### src/rtl/atom_trace_gpio_if.sv
// rtl/atom_trace_gpio_if.sv - CPU bus record interface feeding the trace serializer
interface atom_trace_gpio_if;
  logic        cpu_clken;
  logic [15:0] cpu_addr;
  logic [7:0]  cpu_data;
  logic        cpu_rnw;
  logic        cpu_sync;

  modport master (
    output cpu_clken,
    output cpu_addr,
    output cpu_data,
    output cpu_rnw,
    output cpu_sync
  );

  modport slave (
    input cpu_clken,
    input cpu_addr,
    input cpu_data,
    input cpu_rnw,
    input cpu_sync
  );
endinterface

### src/rtl/atom_trace_gpio.sv
// rtl/atom_trace_gpio.sv - 6502 bus-trace serializer streaming 11-bit words on the GPIO header
module atom_trace_gpio #(
  parameter int DIV        = 4,
  parameter int FIFO_DEPTH = 16
) (
  input  logic                clock,
  input  logic                reset,
  input  logic                trace_en,
  atom_trace_gpio_if.slave    cpu,
  input  logic [13:0]         user_gpio,
  output logic [13:0]         gpio,
  output logic                overflow
);

  localparam int CW = (DIV > 1) ? $clog2(DIV) : 1;
  localparam int AW = (FIFO_DEPTH > 1) ? $clog2(FIFO_DEPTH) : 1;
  localparam logic [10:0] IDLE_WORD = 11'h3FF;

  // Record layout: {addr[15:0], data[7:0], rnw, sync}
  localparam int RW = 26;

  typedef enum logic [1:0] {
    IDLE = 2'd0,
    W0   = 2'd1,
    W1   = 2'd2,
    W2   = 2'd3
  } state_t;

  // The strobe divider deliberately ignores reset so the capture device
  // keeps seeing a clean phi2 while the rest of the block is held.
  logic [CW-1:0] div_cnt = '0;
  logic          phi2    = 1'b0;
  logic          toggle;
  logic          rise_evt;

  assign toggle   = (div_cnt == CW'(DIV - 1));
  assign rise_evt = toggle && !phi2;

  // Free-running phi2 divider, toggles every DIV clocks
  always_ff @(posedge clock) begin
    if (toggle) begin
      div_cnt <= '0;
      phi2    <= ~phi2;
    end else begin
      div_cnt <= div_cnt + CW'(1);
    end
  end

  logic [RW-1:0] mem [FIFO_DEPTH];
  logic [AW:0]   wr_ptr;
  logic [AW:0]   rd_ptr;
  logic          empty;
  logic          full;
  logic          capture;
  logic          push;
  logic          pop;
  logic          drop;
  logic [RW-1:0] head;
  logic [RW-1:0] rec_in;

  assign empty   = (wr_ptr == rd_ptr);
  assign full    = (wr_ptr[AW] != rd_ptr[AW]) && (wr_ptr[AW-1:0] == rd_ptr[AW-1:0]);
  assign capture = cpu.cpu_clken && trace_en && !reset;
  // A pop in the same clock frees a slot, so a push into a full FIFO still lands.
  assign push    = capture && (!full || pop);
  assign drop    = capture && full && !pop;
  assign head    = mem[rd_ptr[AW-1:0]];
  assign rec_in  = {cpu.cpu_addr, cpu.cpu_data, cpu.cpu_rnw, cpu.cpu_sync};

  // FIFO pointers, flushed on reset and whenever tracing is off
  always_ff @(posedge clock) begin
    if (reset || !trace_en) begin
      wr_ptr <= '0;
      rd_ptr <= '0;
    end else begin
      if (push) wr_ptr <= wr_ptr + (AW+1)'(1);
      if (pop)  rd_ptr <= rd_ptr + (AW+1)'(1);
    end
  end

  // FIFO storage write
  always_ff @(posedge clock) begin
    if (push) mem[wr_ptr[AW-1:0]] <= rec_in;
  end

  // Sticky drop flag
  always_ff @(posedge clock) begin
    if (reset || !trace_en) overflow <= 1'b0;
    else if (drop)          overflow <= 1'b1;
  end

  state_t        state;
  state_t        state_next;
  logic [10:0]   word;
  logic [10:0]   word_next;
  logic [15:0]   hold_addr;

  // Emitter state and word register, advanced only on phi2 rise so the word
  // is stable across the following falling edge
  always_ff @(posedge clock) begin
    if (reset || !trace_en) begin
      state <= IDLE;
      word  <= IDLE_WORD;
    end else if (rise_evt) begin
      state <= state_next;
      word  <= word_next;
    end
  end

  // Hold the popped address for the two address words that follow W0
  always_ff @(posedge clock) begin
    if (pop) hold_addr <= head[25:10];
  end

  // Next-state: IDLE/W2 start a record when one is waiting, W0->W1->W2 otherwise
  always_comb begin
    state_next = state;
    case (state)
      IDLE:    state_next = empty ? IDLE : W0;
      W0:      state_next = W1;
      W1:      state_next = W2;
      W2:      state_next = empty ? IDLE : W0;
      default: state_next = IDLE;
    endcase
  end

  // Word to present at the next rise, plus the FIFO pop that goes with a W0
  always_comb begin
    pop       = 1'b0;
    word_next = IDLE_WORD;
    case (state)
      IDLE, W2: begin
        if (!empty) begin
          pop       = rise_evt && trace_en && !reset;
          word_next = {1'b1, head[0], head[1], head[9:2]};
        end
      end
      W0:      word_next = {1'b0, 2'b01, hold_addr[7:0]};
      W1:      word_next = {1'b0, 2'b10, hold_addr[15:8]};
      default: word_next = IDLE_WORD;
    endcase
  end

  assign gpio = {user_gpio[13:12],
                 trace_en ? word[10]  : user_gpio[11],
                 phi2,
                 trace_en ? word[9:0] : user_gpio[9:0]};

endmodule

### src/flat_wrapper.sv
// flat-port wrapper written by rule: the top's interface ports become plain ports
module atom_trace_gpio_flat 
#(
  parameter int DIV        = 4,
  parameter int FIFO_DEPTH = 16
)
  (clock, reset, trace_en, user_gpio, gpio, overflow, cpu_cpu_clken, cpu_cpu_addr, cpu_cpu_data, cpu_cpu_rnw, cpu_cpu_sync);
  atom_trace_gpio_if cpu_i ();
  input  logic clock;
  input  logic reset;
  input  logic trace_en;
  input  logic [13:0] user_gpio;
  output logic [13:0] gpio;
  output logic overflow;
  input wire logic [$bits(cpu_i.cpu_clken)-1:0] cpu_cpu_clken;
  input wire logic [$bits(cpu_i.cpu_addr)-1:0] cpu_cpu_addr;
  input wire logic [$bits(cpu_i.cpu_data)-1:0] cpu_cpu_data;
  input wire logic [$bits(cpu_i.cpu_rnw)-1:0] cpu_cpu_rnw;
  input wire logic [$bits(cpu_i.cpu_sync)-1:0] cpu_cpu_sync;
  assign cpu_i.cpu_clken = cpu_cpu_clken;
  assign cpu_i.cpu_addr = cpu_cpu_addr;
  assign cpu_i.cpu_data = cpu_cpu_data;
  assign cpu_i.cpu_rnw = cpu_cpu_rnw;
  assign cpu_i.cpu_sync = cpu_cpu_sync;
  atom_trace_gpio #(.DIV(DIV), .FIFO_DEPTH(FIFO_DEPTH)) u_core (.clock(clock), .reset(reset), .trace_en(trace_en), .cpu(cpu_i), .user_gpio(user_gpio), .gpio(gpio), .overflow(overflow));
endmodule
### config.mk
export PLATFORM = sky130hd
export DESIGN_NAME = atom_trace_gpio_flat
export DESIGN_NICKNAME = d
export VERILOG_FILES = /design/src/rtl/atom_trace_gpio_if.sv /design/src/rtl/atom_trace_gpio.sv /design/src/flat_wrapper.sv
export SDC_FILE = /design/constraint.sdc
export NUM_CORES = 1
export LEC_CHECK = 0
export BUFFER_PORTS_ARGS = -buffer_cell sky130_fd_sc_hd__buf_2
export CAP_MARGIN = 20
export CORE_MARGIN = 2
export CORE_UTILIZATION = 39
export CTS_BUF_LIST = sky130_fd_sc_hd__clkbuf_8
export CTS_CLUSTER_DIAMETER = 40
export DETAILED_ROUTE_END_ITERATION = 8
export SYNTH_ARGS = -nofsm -noshare
export SYNTH_HDL_FRONTEND = slang
export SYNTH_SLANG_ARGS = --single-unit
### constraint.sdc
create_clock -name clock -period 4.5 [get_ports clock]
set_input_delay 0.9 -clock clock [delete_from_list [all_inputs] [get_ports clock]]
set_output_delay 0.9 -clock clock [all_outputs]
set_load 0.005 [all_outputs]
* Yosys cells after proc, flatten, opt, wreduce, memory -nomap -nowiden
Memories as Yosys holds them, arrays and structs flattened. A register that Yosys moved wholly into a read port is not among the register bits. Cells that the tools add are included.
Word-level totals: register bits after elaboration 43, input port bits 44, memories 1, memory bits (writable) 416, word-level logic and storage cells 50, output and inout port bits 15
Cells by class: reductions and logical operators 18, add/sub/neg operators 3, bitwise logic cells 1, multiplexer cells 12, equal/unequal tests 7
Memory list:
- u_core.mem | depth 16, width 26, rd ports 1, clocked after Yosys merged registers in 1, wr ports 1, RTL line atom_trace_gpio.sv:49 | logic [RW-1:0] mem [FIFO_DEPTH];
Operators by type and width (number):
- 11-bit one-hot mux with 3 select lines | 1
- 11-bit two-way mux | 1
- 5-bit by 1-bit adder with 5-bit output, second input constant | 2
- 10-bit two-way mux | 1
- 1-bit logical AND | 9
- 4-bit two-way mux | 2
- 2-bit == test, second input constant | 3
- 1-bit two-way mux | 6
- 2-bit one-hot mux with 3 select lines | 1
- 5-bit == test | 1
- 1-bit logical NOT | 5
- 4-bit == test | 1
- 2-bit by 1-bit adder with 2-bit output, second input constant | 1
- 2-bit by 1-bit == test with 1-bit output, second input constant | 1
- 2-bit logical NOT | 1
- 1-bit logical OR | 2
- 2-bit OR reduction | 1
- 1-bit inequality test | 1
- 1-bit inverter | 1

* Depth between registers and ports, before layout
Gate-level depths: netlist of run 1.
word-level depth 10, depth in mapped cells 7

* Least setup slack after synthesis of run 1
No wires, ideal clock.
kind register to register, start point register u_core.div_cnt[0], end point memory u_core.mem[0][0] (enable), required time 4058 ps, clock period less this slack 3733 ps, library setup time 442 ps, setup slack 767 ps, path buffers 0, arrival time 3292 ps, cell stages (with the launch flop) 7, cells stage by stage dfxtp_1 > ha_1 > nor2b_1 > a21oi_1 > a21boi_2 > nand3_1 > nor3_1
Between the ends: cells in the longest elaborated chain, start to end 10
Ends and longest elaborated chain:
- start: declaration | RTL line atom_trace_gpio.sv:31 | logic [CW-1:0] div_cnt = '0;
- start signal: assignment | RTL line atom_trace_gpio.sv:45 | div_cnt <= div_cnt + CW'(1);
- 2-bit == test | RTL line atom_trace_gpio.sv:36 | assign toggle = (div_cnt == CW'(DIV - 1));
- 1-bit logical AND | RTL line atom_trace_gpio.sv:37 | assign rise_evt = toggle && !phi2;
- 1-bit logical AND (2 in series) | RTL line atom_trace_gpio.sv:134 | pop = rise_evt && trace_en && !reset;
- 1-bit two-way mux | RTL line atom_trace_gpio.sv:133 | if (!empty) begin
- 1-bit two-way mux | RTL line atom_trace_gpio.sv:131 | case (state)
- 1-bit logical OR | RTL line atom_trace_gpio.sv:65 | assign push = capture && (!full || pop);
- 1-bit logical AND | RTL line atom_trace_gpio.sv:65
- 1-bit two-way mux | RTL line atom_trace_gpio.sv:83 | if (push) mem[wr_ptr[AW-1:0]] <= rec_in;
- 1-bit two-way mux (not written as such) | RTL line atom_trace_gpio.sv:83
- end: declaration | RTL line atom_trace_gpio.sv:49
Every way passes these cells.

* Final worst setup path of run 1
start point register u_core.state[0], end point memory u_core.mem[9][24] (enable)
Between the ends: cells in the longest elaborated chain, start to end 7, elaborated cells on any way between the ends 8
Ends and longest elaborated chain:
- start: declaration | RTL line atom_trace_gpio.sv:92 | state_t state;
- start signal: assignment | RTL line atom_trace_gpio.sv:105 | state <= state_next;
- 2-bit == test / 2-bit logical NOT (equally long branches) | RTL line atom_trace_gpio.sv:131
- 2-bit OR reduction (no source line) (*)
- 1-bit two-way mux (*) | RTL line atom_trace_gpio.sv:131
- 1-bit logical OR (*) | RTL line atom_trace_gpio.sv:65
- 1-bit logical AND (*) | RTL line atom_trace_gpio.sv:65
- 1-bit two-way mux (*) | RTL line atom_trace_gpio.sv:83
- 1-bit two-way mux (not written as such) (*) | RTL line atom_trace_gpio.sv:83
Mark *: on every way between the ends. The rest lies on a longest branch, timed or not.

==> results by group, run 1 <==
STA
  • Fmax: 0.295 GHz
  • Final critical-path share of the clock period: 0.752
  • Clock Skews: 0.0250 ns
  • RSZ-0062 raised after global routing: no
  • Worst-margin pin slew: 1.14 ns
  • Final min period: 3.39 ns
  • Relative slew slack: 0.239
  • Slew Viols, Final: 0
  • Setup Viol. Count Final: 0
  • Fin. Hold Viols: 0
  • Post-route setup TNS: 0 ns

Worst setup path
  • CP max FO: 14
  • Worst EP arrival: 3.67 ns
  • WS Path Type: flop to flop
  • FF-to-FF End: u_core.mem[9][24]$_DFFE_PP_
  • R2R setup slack: 1.11 ns
  • Worst R2R Path Depth: 7
  • Critical R2R Launch: u_core.state[0]$_SDFFE_PP0N_
  • CP Data Required Time: 4.78 ns
  • Setup crit end kind: flop
  • Nature of the critical path startpoint: flop

Power
  • Combinational share of power: 0.017
  • Register share of total power: 0.581
  • Clock share of power: 0.401
  • Worst vdd ir: 250 uV
  • Leakage power: 6.42 nW
  • NetSw: 1.70 mW
  • Internal power: 6.41 mW
  • PwrDens: 397 mW/mm^2
  • Net Sw Frac: 0.210

GRT
  • First-pass GRT wire length: 55900 um
  • Total gr overflow: 0
  • Vias in the first global route: 8786
  • Initial antenna violation count: 1
  • Largest net degree at the start of global routing: 57
  • Total track usage: 0.161

Place
  • Number of port buffers: 53
  • Post-Place Cells: 1447
  • DP HPWL: 20500 um
  • Placer Congestion: 0.738

Floorplanning
  • Core footprint: 0.0456 mm^2
  • Chip width: 219 um
  • Die H: 219 um
  • Number of I/O pins: 59
  • Die area: 0.0481 mm^2
  • Initial Utilization: 0.396
  • Row count: 78

Final layout
  • Non-Filler Instances: 1583
  • NumNets Final: 978
  • Filler Cells Inserted: 3823
  • Area grow syn2layout: 13.2%
  • Final Util: 0.449
  • ANT cells: 0
  • Layout cells sized above 1: 0.277

CTS
  • Cts bufs inserted: 75
  • Post-cts sizing count: 0
  • Root Buffer: clkbuf_8
  • Clk buf depth: 3
  • # hold bufs at CTS: 0
  • Clk_lat worst skew: 0.61 ns
  • CTS HTree Levels: 3
  • Post-CTS Setup Bufs: 0
  • CTS tree: built
  • Worst-path clk slew: 0.06 ns
  • CTS Sinks: 463

Synth
  • Commonest cells in the netlist: 433 x edfxtp_1, 68 x mux4_2, 52 x mux4_1
  • Ys async rst share: 0
  • Mapped Area: 0.0181 mm^2
  • Cells after Synth: 818
  • Most used flip-flop cell after synthesis: edfxtp_1
  • Unique cell type count in the Yosys netlist: 41
  • Dominant cell type by area after synthesis: edfxtp_1
  • Post-synthesis area per instance: 22.1 um^2
  • Most frequent cell after synthesis: edfxtp_1
  • Post-synth EDFFs: 433
  • YS warnings: 0
  • Sequential area share after synthesis: 0.753
  • Yosys top cell area share: 0.720
  • Syn nets: 871
  • FF+latch count, synth: 463
  • Synth top area cells: edfxtp_1 72%, mux4_2 8.5%, mux4_1 7.6%

Min path
  • Worst Hold End: u_core.div_cnt[0]$_SDFF_PN0_
  • Worst min-delay path class: flop to flop
  • Hold_sp: u_core.div_cnt[0]$_SDFF_PN0_
  • Hold depth: 1

Drt
  • Drt total wl: 37900 um
  • Pre-antenna DRT Iters: 4
  • Vias/cell: 5.33
  • Post-route DRC: 0
  • DR iter-0 viols: 744
  • Top Metal Used: met5
  • Wire length on met1: 16800 um
  • Routed len/inst: 24.0 um
  • Vias: 8438
  • Post-DRT Antenna Nets: 0
  • Metal3 WL: 2250 um
  • Met2 wire len: 18100 um

Run status
  • Status: complete, no violations

Run
  • Max_cap viols: 0
[routing by layer]
metal  global-route usage  vias to the layer above
met5                    0                        -
met4               0.0495                        2
met3               0.0416                       77
met2                0.257                      262
met1                0.217                     4404
li1                     -                     3693
[through the flow]
stage               area (um^2)  hold WS (ns)  setup slack (ns)  total power [mW]
CTS                       20400         0.424              1.07              8.23
floorplan                 18100         0.390             0.767              4.86
global placement          19100         0.411              1.02              4.94
detailed placement        19100         0.414             0.957              4.95
global route              20400         0.450             0.849              8.42
finish                    20400         0.420              1.11              8.12
[flip-flops by register name, indices dropped and copies added, names as in the netlist, named ones only]
name              flops
u_core.div_cnt        2
u_core.state          2
u_core.overflow       1
u_core.wr_ptr         5
u_core.phi2           1
u_core.hold_addr     16
u_core.rd_ptr         5
u_core.mem          416
u_core.word          11
[worst max path at each step]
| stage | start | cells after the start | end |
|---|---|---|---|
| finish | u_core.state[0]$_SDFFE_PP0N_ | 7 | u_core.mem[9][24]$_DFFE_PP_ |
| global placement | trace_en | 5 | u_core.mem[9][20]$_DFFE_PP_ |
| detailed placement | trace_en | 5 | u_core.mem[9][20]$_DFFE_PP_ |
| global route | u_core.state[0]$_SDFFE_PP0N_ | 7 | u_core.mem[9][13]$_DFFE_PP_ |
| CTS | u_core.state[0]$_SDFFE_PP0N_ | 7 | u_core.mem[9][13]$_DFFE_PP_ |
| floorplan | u_core.div_cnt[0]$_SDFF_PN0_ | 6 | u_core.mem[0][0]$_DFFE_PP_ |
[cells in the final DEF (no fill, tap or decap), types with 3 or more instances in the layout]
cell type / count
a21oi_1: 16
a221oi_1: 8
a22oi_1: 10
buf_2: 53
buf_4: 21
clkbuf_8: 77
clkinv_1: 22
clkinv_2: 10
clkinvlp_4: 4
dfxtp_1: 27
dfxtp_4: 3
edfxtp_1: 433
ha_1: 9
inv_1: 24
mux2_2: 11
mux2i_1: 11
mux4_1: 52
mux4_2: 68
nand2_1: 5
nand2b_1: 4
nand3_1: 14
nor2_1: 22
nor2_4: 12
nor2b_1: 5
nor3_2: 4
o21a_1: 8
o21ai_0: 14
xnor2_1: 6
xor2_1: 4
[power by group through the flow]
stage                     Clock, mW  Sequential (mW)  Combinational [mW]
final                          3.26             4.72               0.141
after global routing           3.54             4.72               0.158
after CTS                      3.37             4.72               0.143
after detailed placement          0             4.81               0.143
after global placement            0             4.81               0.136
after floorplan                   0             4.81              0.0516
[worst max-delay path, cell delays in order (launching register included)]
cell and delay [ns]:
dfxtp_1 0.35, inv_1 0.07, ha_1 0.60, a21oi_1 0.20, a21boi_2 0.44, nand3_1 0.39, nor2_4 0.60, buf_4 0.39
[area by class of cell]
type | instances | area [um^2] | area share
clock inverters | 58 | 282 | 0.0138
well taps | 600 | 751 | 0.0367
clock buffers | 77 | 1060 | 0.0518
repair buffers | 76 | 463 | 0.0226
inverters | 5 | 18.8 | 0.000918
multi-input cells | 304 | 4260 | 0.208
flip-flops and latches | 463 | 13600 | 0.666
[cell families (layout without fill, tap and decap cells)]
family / after synthesis / after routing / synth area share
flops: 463 / 463 / 0.753
mux: 142 / 142 / 0.173
simple gates: 77 / 77 / 0.0208
compound gates: 66 / 66 / 0.0243
buf+inv: 51 / 216 / 0.0173
xor+xnor: 10 / 10 / 0.00485
fa+ha+maj: 9 / 9 / 0.00623
No activity file was read; power rests on OpenSTA's default activity.
==> inputs of run 2 (changes only) <==
- ABC_AREA: unset -> 1
- clock period: 4.5 -> 3.33 ns (I/O delays scaled with it)
==> results by group, run 2 <==
Run status
  • Status: complete, no violations

Drt
  • Routed len/inst: 19.9 um
  • Post-route DRC: 0
  • Vias: 11500
  • Pre-antenna DRT Iters: 5
  • DR iter-0 viols: 868
  • Drt total wl: 43300 um
  • Vias/cell: 5.27
  • Post-DRT Antenna Nets: 0

CTS
  • CTS tree: built
  • Root Buffer: clkbuf_8
  • # hold bufs at CTS: 0
  • Worst-path clk slew: 0.05 ns
  • CTS Sinks: 463
  • Post-CTS Setup Bufs: 0
  • CTS HTree Levels: 3
  • Clk buf depth: 3
  • Clk_lat worst skew: 0.65 ns
  • Post-cts sizing count: 0
  • Cts bufs inserted: 79

Synth
  • Commonest cells in the netlist: 433 x edfxtp_1, 278 x nor2_1, 192 x o21ai_0
  • Most used flip-flop cell after synthesis: edfxtp_1
  • Mapped Area: 0.0184 mm^2
  • Syn nets: 1486
  • Dominant cell type by area after synthesis: edfxtp_1
  • Cells after Synth: 1433
  • Sequential area share after synthesis: 0.740
  • Post-synthesis area per instance: 12.8 um^2
  • Yosys top cell area share: 0.708
  • Ys async rst share: 0
  • Synth top area cells: edfxtp_1 71%, nor2_1 5.7%, o21ai_0 5.2%
  • YS warnings: 0
  • Post-synth EDFFs: 433
  • FF+latch count, synth: 463
  • Most frequent cell after synthesis: edfxtp_1
  • Unique cell type count in the Yosys netlist: 33

Power
  • Pwr Total: 11.7 mW
  • Clock share of power: 0.437
  • Net Sw Frac: 0.208
  • Register share of total power: 0.545
  • NetSw: 2.43 mW
  • Leakage power: 7.06 nW
  • Worst vdd ir: 239 uV
  • Combinational share of power: 0.018
  • Internal power: 9.27 mW
  • PwrDens: 557 mW/mm^2

STA
  • Setup Viol. Count Final: 0
  • RSZ-0062 raised after global routing: no
  • Worst-margin pin slew: 1.06 ns
  • Clock Skews: 0.0356 ns
  • Final min period: 2.56 ns
  • Slew Viols, Final: 0
  • Fmax: 0.391 GHz
  • Fin. Hold Viols: 0
  • Final critical-path share of the clock period: 0.768
  • Relative slew slack: 0.288
  • Post-route setup TNS: 0 ns

Floorplanning
  • Die H: 221 um
  • Die area: 0.0489 mm^2
  • Core footprint: 0.0466 mm^2
  • Row count: 79
  • Number of I/O pins: 59
  • Chip width: 221 um
  • Initial Utilization: 0.395

GRT
  • Total gr overflow: 0
  • Initial antenna violation count: 0
  • Largest net degree at the start of global routing: 135
  • Vias in the first global route: 11200
  • First-pass GRT wire length: 65900 um
  • Total track usage: 0.174

Run
  • Max_cap viols: 0

Final layout
  • NumNets Final: 1564
  • Seq. cell area: 0.0136 mm^2
  • Commonest non-fill, non-tap cell in the layout: edfxtp_1
  • Area grow syn2layout: 14.4%
  • Area taken by multi-input logic gates: 0.00429 mm^2
  • Number of flip-flops in the largest register: 416
  • ANT cells: 0
  • Fin area: 0.0210 mm^2
  • Layout cells sized above 1: 0.144
  • Non-Filler Instances: 2181
  • Most frequent cells in the layout: 433 x edfxtp_1, 265 x nor2_1, 192 x o21ai_0
  • Filler Cells Inserted: 4140
  • Final Util: 0.452

Worst setup path
  • R2R setup slack: 0.77 ns
  • CP cell instances: inv_1 > ha_1 > nand3_1 > o2111ai_2 > nand2_4 > inv_2 > nand2_2 > nor2_4 > buf_4
  • FF-to-FF End: u_core.mem[12][21]$_DFFE_PP_
  • Worst-path cell with the longest stage delay: dfxtp_1
  • Delay of the slowest critical-path stage: 0.39 ns
  • Worst EP arrival: 2.86 ns
  • Critical R2R Launch: u_core.state[0]$_SDFFE_PP0N_
  • Setup crit end kind: flop
  • CP Data Required Time: 3.63 ns
  • Nature of the critical path startpoint: flop
  • Worst R2R Path Depth: 9
  • CP max FO: 16
  • WS Path Type: flop to flop

Place
  • DP HPWL: 24000 um
  • Placer Congestion: 0.798
  • Number of port buffers: 53
  • Post-Place Cells: 2037
  • Post-DP Area: 0.0194 mm^2

Min path
  • Worst min-delay path class: primary input to flop
  • Hold depth: 2
  • Worst Hold End: u_core.word[10]$_SDFFE_PP0N_
  • Hold_sp: reset
==> run 2: cell count changes after synthesis, moves of 46 or more <==
cell / delta
mux4_1: -52
mux4_2: -68
nand2_1: +115
nand3_1: +50
nor2_1: +244
o211ai_1: +48
o21ai_0: +178
o221ai_1: +46
==> run 2: cells by family after synthesis <==
| kind of cell | count (synthesis) | share of synthesized area |
|---|---|---|
| simple gates | 474 | 0.103 |
| flops | 463 | 0.740 |
| compound gates | 355 | 0.115 |
| buf+inv | 126 | 0.0325 |
| fa+ha+maj | 9 | 0.00613 |
| xor+xnor | 6 | 0.00286 |
==> run 2: final cells by class <==
type                       instances  share of cell area
timing repair buffer              93              0.0311
sequential                       463               0.648
clock inverter                    62              0.0221
multi-input combinational        844               0.204
inverter                          30             0.00560
tap                              607              0.0361
clock buffer                      82              0.0537
==> run 2: worst max-delay path by stage <==
stage	from	to	slack, ns	depth (start not counted)
2_1_floorplan	reset	u_core.mem[3][0]$_DFFE_PP_	-0.19	8
3_3_place_gp	trace_en	u_core.mem[12][22]$_DFFE_PP_	0.51	8
3_5_place_dp	trace_en	u_core.mem[12][22]$_DFFE_PP_	0.43	8
4_1_cts	u_core.state[0]$_SDFFE_PP0N_	u_core.mem[12][21]$_DFFE_PP_	0.76	9
5_1_grt	u_core.state[0]$_SDFFE_PP0N_	u_core.mem[8][23]$_DFFE_PP_	0.62	9
6_report	u_core.state[0]$_SDFFE_PP0N_	u_core.mem[12][21]$_DFFE_PP_	0.77	9
==> run 2: metal layers <==
| metal | routed length, um | track usage | share of wire |
|---|---|---|---|
| met5 | 0 | 0 | 0 |
| met4 | 1080 | 0.0699 | 0.025 |
| met3 | 2570 | 0.0333 | 0.059 |
| met2 | 20100 | 0.270 | 0.46 |
| met1 | 19500 | 0.243 | 0.45 |
==> run 2: per-stage QoR <==
stage	setup WS, ns	hold WS (ns)
5_1_grt	0.618	0.210
2_1_floorplan	-0.189	0.390
3_5_place_dp	0.431	0.415
4_1_cts	0.763	0.182
3_3_place_gp	0.506	0.400
6_report	0.772	0.221
==> run 2: power by group through the flow <==
stage                     clock, mW  combinational [mW]  sequential [mW]
after floorplan                   0              0.0753             6.50
after global placement            0               0.207             6.50
after detailed placement          0               0.212             6.50
after CTS                      5.23               0.214             6.38
after global routing           5.46               0.236             6.38
final                          5.11               0.212             6.38
==> run 2: worst max-delay path: cells and delay by family, from the launching register on <==
| kind | cells | cell delay [ns] |
|---|---|---|
| adder cells (fa/ha/maj) | 1 | 0.34 |
| buffers and inverters | 3 | 0.52 |
| AO/OA/AOI/OAI | 1 | 0.33 |
| flip-flops | 1 | 0.39 |
| AND/OR/NAND/NOR | 4 | 0.60 |
